## config.mk

```make
export PLATFORM = sky130hd
export DESIGN_NAME = packed_mac_array
export DESIGN_NICKNAME = d
export VERILOG_FILES = /design/src/rtl/packed_mac_array.sv
export SDC_FILE = /design/constraint.sdc
export NUM_CORES = 2
export LEC_CHECK = 0
export ABC_AREA = 0
export CORE_MARGIN = 2
export CORE_UTILIZATION = 55
export DETAILED_ROUTE_END_ITERATION = 8
export MAX_ROUTING_LAYER = met4
export PLACE_DENSITY = 0.81
export REMOVE_ABC_BUFFERS = 1
export SETUP_SLACK_MARGIN = 0.15
export SYNTH_ARGS = -nofsm -noshare
export SYNTH_HDL_FRONTEND = slang
export SYNTH_SLANG_ARGS = --single-unit
```

## constraint.sdc

```tcl
create_clock -name clk -period 4.7 [get_ports clk]
set_input_delay 0.94 -clock clk [delete_from_list [all_inputs] [get_ports clk]]
set_output_delay 0.94 -clock clk [all_outputs]
set_load 0.005 [all_outputs]
```

## src/rtl/packed_mac_array.sv

```systemverilog
// Packed int8/int4 multiply-accumulate array with run-level
// saturating accumulation and a three-stage pipeline.
module packed_mac_array #(
  parameter int LANES = 4,
  parameter int ACC_W = 24
) (
  input  logic                     clk,
  input  logic                     reset,
  input  logic                     in_valid,
  input  logic                     in_last,
  input  logic                     mode,
  input  logic [LANES*16-1:0]      x,
  input  logic [7:0]               y,
  output logic                     out_valid,
  output logic                     out_mode,
  output logic [LANES*4*ACC_W-1:0] acc,
  output logic [LANES-1:0]         ovf,
  output logic [15:0]              run_len,
  output logic                     busy
);

  localparam int SLOTS = LANES * 4;
  localparam logic IDLE  = 1'b0;
  localparam logic ACCUM = 1'b1;

  logic                     state;
  logic                     run_mode;
  logic                     s1_valid, s1_last, s1_first, s1_mode;
  logic [LANES*16-1:0]      s1_x;
  logic [7:0]               s1_y;
  logic [SLOTS*ACC_W-1:0]   prod;
  logic                     s2_valid, s2_last, s2_first, s2_mode;
  logic [SLOTS*ACC_W-1:0]   s2_prod;
  logic [SLOTS*ACC_W-1:0]   accum, sum;
  logic [SLOTS-1:0]         clip;
  logic [LANES-1:0]         ovf_run, ovf_next;
  logic [15:0]              cnt, cnt_next;

  function automatic logic [ACC_W-1:0] mul8(
    input logic [7:0] a,
    input logic [7:0] b
  );
    logic signed [ACC_W-1:0] ea, eb;
    ea = {{(ACC_W-8){a[7]}}, a};
    eb = {{(ACC_W-8){b[7]}}, b};
    return ea * eb;
  endfunction

  function automatic logic [ACC_W-1:0] mul4(
    input logic [3:0] a,
    input logic [3:0] b
  );
    logic signed [ACC_W-1:0] ea, eb;
    ea = {{(ACC_W-4){a[3]}}, a};
    eb = {{(ACC_W-4){b[3]}}, b};
    return ea * eb;
  endfunction

  // MSB of the result flags a clamp; the rest is the clamped sum.
  function automatic logic [ACC_W:0] sat_add(
    input logic [ACC_W-1:0] a,
    input logic [ACC_W-1:0] b
  );
    logic [ACC_W:0] w;
    w = {a[ACC_W-1], a} + {b[ACC_W-1], b};
    if (w[ACC_W] != w[ACC_W-1])
      return {1'b1, w[ACC_W], {(ACC_W-1){~w[ACC_W]}}};
    return {1'b0, w[ACC_W-1:0]};
  endfunction

  always_ff @(posedge clk or negedge reset) begin
    if (!reset) begin
      state    <= IDLE;
      run_mode <= 1'b0;
      s1_valid <= 1'b0;
      s1_last  <= 1'b0;
      s1_first <= 1'b0;
      s1_mode  <= 1'b0;
      s1_x     <= '0;
      s1_y     <= '0;
    end else begin
      s1_valid <= in_valid;
      if (in_valid) begin
        s1_x     <= x;
        s1_y     <= y;
        s1_last  <= in_last;
        s1_first <= (state == IDLE);
        s1_mode  <= (state == IDLE) ? mode : run_mode;
        if (state == IDLE)
          run_mode <= mode;
        state <= in_last ? IDLE : ACCUM;
      end
    end
  end

  always_comb begin
    prod = '0;
    for (int l = 0; l < LANES; l++) begin
      for (int s = 0; s < 4; s++) begin
        if (s1_mode)
          prod[(4*l+s)*ACC_W +: ACC_W] =
            mul4(s1_x[16*l+4*s +: 4], s1_y[3:0]);
        else if (s < 2)
          prod[(4*l+s)*ACC_W +: ACC_W] =
            mul8(s1_x[16*l+8*s +: 8], s1_y);
      end
    end
  end

  always_ff @(posedge clk or negedge reset) begin
    if (!reset) begin
      s2_valid <= 1'b0;
      s2_last  <= 1'b0;
      s2_first <= 1'b0;
      s2_mode  <= 1'b0;
      s2_prod  <= '0;
    end else begin
      s2_valid <= s1_valid;
      if (s1_valid) begin
        s2_last  <= s1_last;
        s2_first <= s1_first;
        s2_mode  <= s1_mode;
        s2_prod  <= prod;
      end
    end
  end

  always_comb begin
    logic [ACC_W:0] r;
    r    = '0;
    sum  = '0;
    clip = '0;
    for (int i = 0; i < SLOTS; i++) begin
      r = sat_add(s2_first ? {ACC_W{1'b0}}
                           : accum[i*ACC_W +: ACC_W],
                  s2_prod[i*ACC_W +: ACC_W]);
      sum[i*ACC_W +: ACC_W] = r[ACC_W-1:0];
      clip[i] = r[ACC_W];
    end
  end

  always_comb begin
    ovf_next = '0;
    for (int l = 0; l < LANES; l++)
      ovf_next[l] = (!s2_first & ovf_run[l])
                  | (|clip[4*l +: 4]);
  end

  assign cnt_next = s2_first ? 16'd1
                  : cnt + {15'd0, cnt != 16'hFFFF};

  always_ff @(posedge clk or negedge reset) begin
    if (!reset) begin
      accum     <= '0;
      ovf_run   <= '0;
      cnt       <= '0;
      out_valid <= 1'b0;
      out_mode  <= 1'b0;
      acc       <= '0;
      ovf       <= '0;
      run_len   <= '0;
    end else begin
      out_valid <= s2_valid & s2_last;
      if (s2_valid) begin
        accum   <= sum;
        ovf_run <= ovf_next;
        cnt     <= cnt_next;
        if (s2_last) begin
          acc      <= sum;
          ovf      <= ovf_next;
          run_len  <= cnt_next;
          out_mode <= s2_mode;
        end
      end
    end
  end

  assign busy = (state == ACCUM) | s1_valid | s2_valid;

endmodule

```

# Word-level counts from Yosys, hierarchy flattened
# Cells that the tools add are included.
[word_totals]
register_bits = 1275
[op_classes]
addsub = 17
multipliers = 24
n_eq_ne = 17
mux = 83
n_bitwise = 28
n_reduce_logical = 7
[op_table]
columns = ["cell", "count"]
rows = [
  ["$mux W25", 32],
  ["$mux W24", 32],
  ["$add A24 B24 Y25", 16],
  ["$mul A4 B4 Y8", 16],
  ["$mul A8 B8 Y16", 8],
  ["$mux W1", 18],
  ["$not A1 Y1", 17],
  ["$add A16 B1 Y16", 1],
  ["$mux W16", 1],
  ["$ne A1 B1 Y1", 16],
  ["$ne A16 B16 Y1 const B", 1],
  ["$reduce_or A4 Y1", 4],
  ["$or A1 B1 Y1", 6],
  ["$and A1 B1 Y1", 5],
  ["$reduce_and A2 Y1", 2],
  ["$logic_not A1 Y1", 1],
]

# Logic depth before layout (Yosys ltp)
[logic_depth]
depth_word = 7
ltp_mapped = 25
ltp_nobuf = 22

# Worst setup path after synthesis
# Ideal clock, no wire load.
[synth_path]
kind = "register to register"
start = "register s1_y[0]"
end = "register s2_prod[311]"
setup_ns = 0.116
arrival_ns = 4.910
required_ns = 4.584
slack_ns = -0.326
path_stages_with_launch = 21
path_buffers = 4
synth_period_minus_slack_ns = 5.026
path_cell_list = "dfrtp_1 clkbuf_1 clkbuf_1 clkbuf_1 clkbuf_1 and2_1 ha_1 fa_1 inv_1 fa_1 fa_1 inv_1 ha_1 a21oi_1 o21a_1 o21ai_0 a211oi_1 o21bai_1 a21oi_1 xnor2_1 o311ai_0"
[synth_via]
elab_chain_cells = 2
[synth_lines]
columns = ["element", "line", "text"]
rows = [
  ["start, declared", "30", "logic [7:0] s1_y;"],
  ["start signal, assigned", "85", "s1_y <= y;"],
  ["$mul A8 B8 Y16 / $mul A4 B4 Y8 (equally long branches)", "46, 56", ""],
  ["$mux W24 *", "100", "if (s1_mode)"],
  ["end signal, assigned", "123", "s2_prod <= prod;"],
  ["end, declared", "33", "logic [SLOTS*ACC_W-1:0] s2_prod;"],
]
# Mark *: on every way between the ends. The rest lies on a longest branch, timed or not.
# A chain may end at the register's enable or synchronous reset.

# Worst setup path after layout
[layout_path]
start = "register s1_y[0]"
end = "register s2_prod[302]"
# Same word-level chain as after synthesis.

==> flow_summary_export.csv <==
group,metric,value,unit
run_status,status,"complete, but fails checks",
run_status,violations,"setup timing",
synthesis,syn_inst,10100,
cts,htree_num_levels,3,
place,port-buffer-count,483,
detailed_routing,vias,79900,
cts,path_clk_slew,0.06,ns
floorplanning,rows,148,
detailed_routing,wl_per_cell,21.7,µm
place,gp_congestion,0.956,
global_routing,grtUsageTotal,33.2,%
cells_and_area,instances_no_fill,13500,
detailed_routing,dr.first_iter.drc_count,6708,
global_routing,busiest_layer,"met2",
detailed_routing,drtAntennaViolNets,0,
setup_path,worstSetupEndpoint,"s2_prod[302]",
floorplanning,die_y,410,µm
setup_path,r2r_slack,-0.21,ns
place,dp.cells,12900,
synthesis,synth-main-ff-cell,"dfrtp_1",
setup_path,start_kind,"flip-flop",
setup_path,reg2reg_to,"s2_prod[302]",
global_routing,grt_pass1_vias,78700,
detailed_routing,firstDrtPassIters,6,
sta,achievable-frequency,204,MHz
synthesis,synth_edf_count,0,
detailed_routing,via_per_inst,5.91,
sta,fin_crit,4.91,ns
detailed_routing,drc,0,
setup_path,endpoint_kind,"flip-flop",
setup_path,crit_chain,"buf_6 -> buf_6 -> buf_16 -> and2_4 -> ha_4 -> inv_2 -> fa_1 -> inv_1 -> ha_1 -> inv_2 -> fa_1 -> inv_2 -> ha_4 -> inv_2 -> fa_2 -> nor2b_4 -> o21ai_2 -> a21oi_2 -> o21ai_2 -> a21oi_2 -> a21oi_2 -> o21bai_1 -> xnor2_1 -> o311ai_1",
synthesis,synth-seq-area-share,29.9,%
sta,hold_viol_final,0,
synthesis,synth_top_area_cell,"dfrtp_1",
synthesis,yosysUniqueCellTypes,89,
synthesis,yosysWarnings,0,
cts,numCtsBuffers,120,
floorplanning,pin_count,484,
global_routing,grt_use_met3,5.04,%
cts,root_buffer,"clkbuf_16",
flow_run,cap_viol_max_count,0,
synthesis,synth_common_cells,"dfrtp_1, inv_1, a21oi_1",
detailed_routing,wirelength,294,mm
floorplanning,core-area,163000,µm²
setup_path,cp_common_cell,"inv_2",
sta,slew_violations,0,
synthesis,yosysMostFrequentCell,"dfrtp_1",
global_routing,grt_util_met1,42.1,%
floorplanning,dieArea,168000,µm²
cells_and_area,drive_gt1_share,22.2,%
setup_path,critPathKind,"reg2reg",
synthesis,avgSynthCellArea,8.98,µm²
setup_path,critPathMaxFanout,8,
cells_and_area,syn2layout_area_growth,28.7,%
sta,worstMarginPinSlew,1.13,ns
sta,grt_setup_unrepaired,"yes",
cells_and_area,nNetsFinal,12700,
global_routing,overflow,0,
synthesis,netlist_area,90500,µm²
cts,clockBufferDepth,3,
global_routing,antenna_found_initial,26,
sta,relSlewSlack,24.6,%
synthesis,synth_top_area_share,29.9,%
cts,clkLatencyLatePin,0.81,ns
sta,finalSetupViolations,17,
setup_path,cpPeakStageDelay,0.52,ns
setup_path,timing.rr.start,"s1_y[0]",
floorplanning,die_w,410,µm
cts,holdBufCountCts,0,
sta,skew,0.0355,ns
cts,tritoncts,"done",
sta,fin_hold_ws,0.0945,ns
synthesis,synth-seq-cells,1083,
sta,setup_ws,-0.206,ns
global_routing,grt_use_met2,52.0,%
hold_path,hold_class,"in2async",
global_routing,grt_pass1_wl,430,mm
synthesis,synth.area.top_cells,"dfrtp_1, fa_1, ha_1",
floorplanning,initial_core_util,55.5,%
setup_path,cpMaxStageDelayCell,"dfrtp_4",
place,hpwl,194,mm
setup_path,required,5.36,ns
sta,period_share,104,%
setup_path,reg2regPathDepth,24,
setup_path,arrival,5.57,ns
cells_and_area,nFillCells,11300,
setup_path,crit_path_start,"s1_y[0]",
synthesis,synth-async-reset-ratio,100,%
cts,cts.sinks,1083,
global_routing,grt_max_degree,198,
## timing repair
action                                  4_1_cts  5_1_grt
endpoints found under the hold margin         0        0
pin swaps                                   174      456
endpoints found under the setup margin      649      798
setup buffers                               127      230
gates cloned                                 16       31
resized for setup                           487     1240
## how the worst min path moves through the flow
stage / startpoint / end / slack (ns)
after floorplan: accum[240] / accum[240] / 0.44
after global placement: accum[0] / accum[0] / 0.46
after detailed placement: run_len[8] / run_len[8] / 0.46
after CTS: reset / acc[270] / 0.07
after global routing: reset / accum[83] / 0.11
final: reset / accum[83] / 0.09
## layer usage
metal | vias up | part of all wire, %
li1 | 36100 | -
met1 | 39600 | 39
met2 | 3232 | 47
met3 | 950 | 7.5
met4 | 0 | 6.4
met5 | - | 0
## sequential cells by signal, indices dropped and copies added (netlist names), 4 cells and up
| register | flops |
|---|---|
| acc | 384 |
| ovf_run | 4 |
| accum | 384 |
| ovf | 4 |
| cnt | 16 |
| run_len | 16 |
| s1_y | 8 |
| s1_x | 64 |
| s2_prod | 192 |
## cells by family (layout without fill, tap and decap cells)
logic type | Yosys count | count (layout) | synth area share [%]
AO/OA/AOI/OAI | 2511 | 2512 | 16.6
XOR/XNOR | 539 | 539 | 5.22
adder cells (fa/ha/maj) | 1426 | 1426 | 24.7
buffers and inverters | 1497 | 2737 | 6.23
flip-flops | 1083 | 1083 | 29.9
multiplexers | 187 | 187 | 2.27
other | 0 | 24 | 0
AND/OR/NAND/NOR | 2834 | 2836 | 15.1
## cells in the final DEF, fill, tap and decap left out, types with 103 or more instances in the layout
| cell type | count |
|---|---|
| ha_1 | 682 |
| dfrtp_1 | 1071 |
| a21oi_1 | 725 |
| ha_4 | 108 |
| a21oi_2 | 206 |
| a21o_1 | 232 |
| inv_1 | 871 |
| nor2_1 | 706 |
| nand2b_1 | 117 |
| buf_6 | 115 |
| buf_4 | 767 |
| and2_1 | 248 |
| o21ai_0 | 455 |
| mux2_2 | 138 |
| o21ai_1 | 123 |
| xnor2_1 | 380 |
| xor2_1 | 135 |
| fa_1 | 549 |
| nand3_1 | 103 |
| clkbuf_16 | 142 |
| nor2b_1 | 389 |
| clkdlybuf4s50_1 | 481 |
| inv_2 | 109 |
| nand2_1 | 780 |
## metrics by stage
stage,worst slack (ns),utilization [%],instance area [µm²],setup TNS (ns)
floorplan,-36.11,-,88600,-
global placement,-0.245,62.2,101000,-11.04
detailed placement,-0.318,62.2,101000,-34.77
CTS,-0.0178,66.8,109000,-0.0178
global route,-0.288,71.4,116000,-8.56
finish,-0.206,71.4,116000,-0.822
## critical path: cells and delay by family, from the launching register on
kind | cells | cell delay, ns
and+or+nand+nor | 2 | 0.30
DFF | 1 | 0.52
adders and majority gates | 6 | 2.06
AOI/OAI and AO/OA | 7 | 1.10
buffers and inverters | 8 | 0.66
xor gates and xnor gates | 1 | 0.11
## area by class of cell
class                      instances  area [µm²]  area share (%)
inverter                         998        3810            3.27
antenna                           24        60.1          0.0516
multi-input combinational       7500       63500            54.5
clock inverter                    71         902           0.775
tap                             2175        2720            2.34
timing repair buffer            1515       15000            12.9
clock buffer                     153        3330            2.86
sequential                      1083       27100            23.3
Power is not shown: default switching activity piles up to over one toggle a cycle in this logic, so the estimate is an artifact.
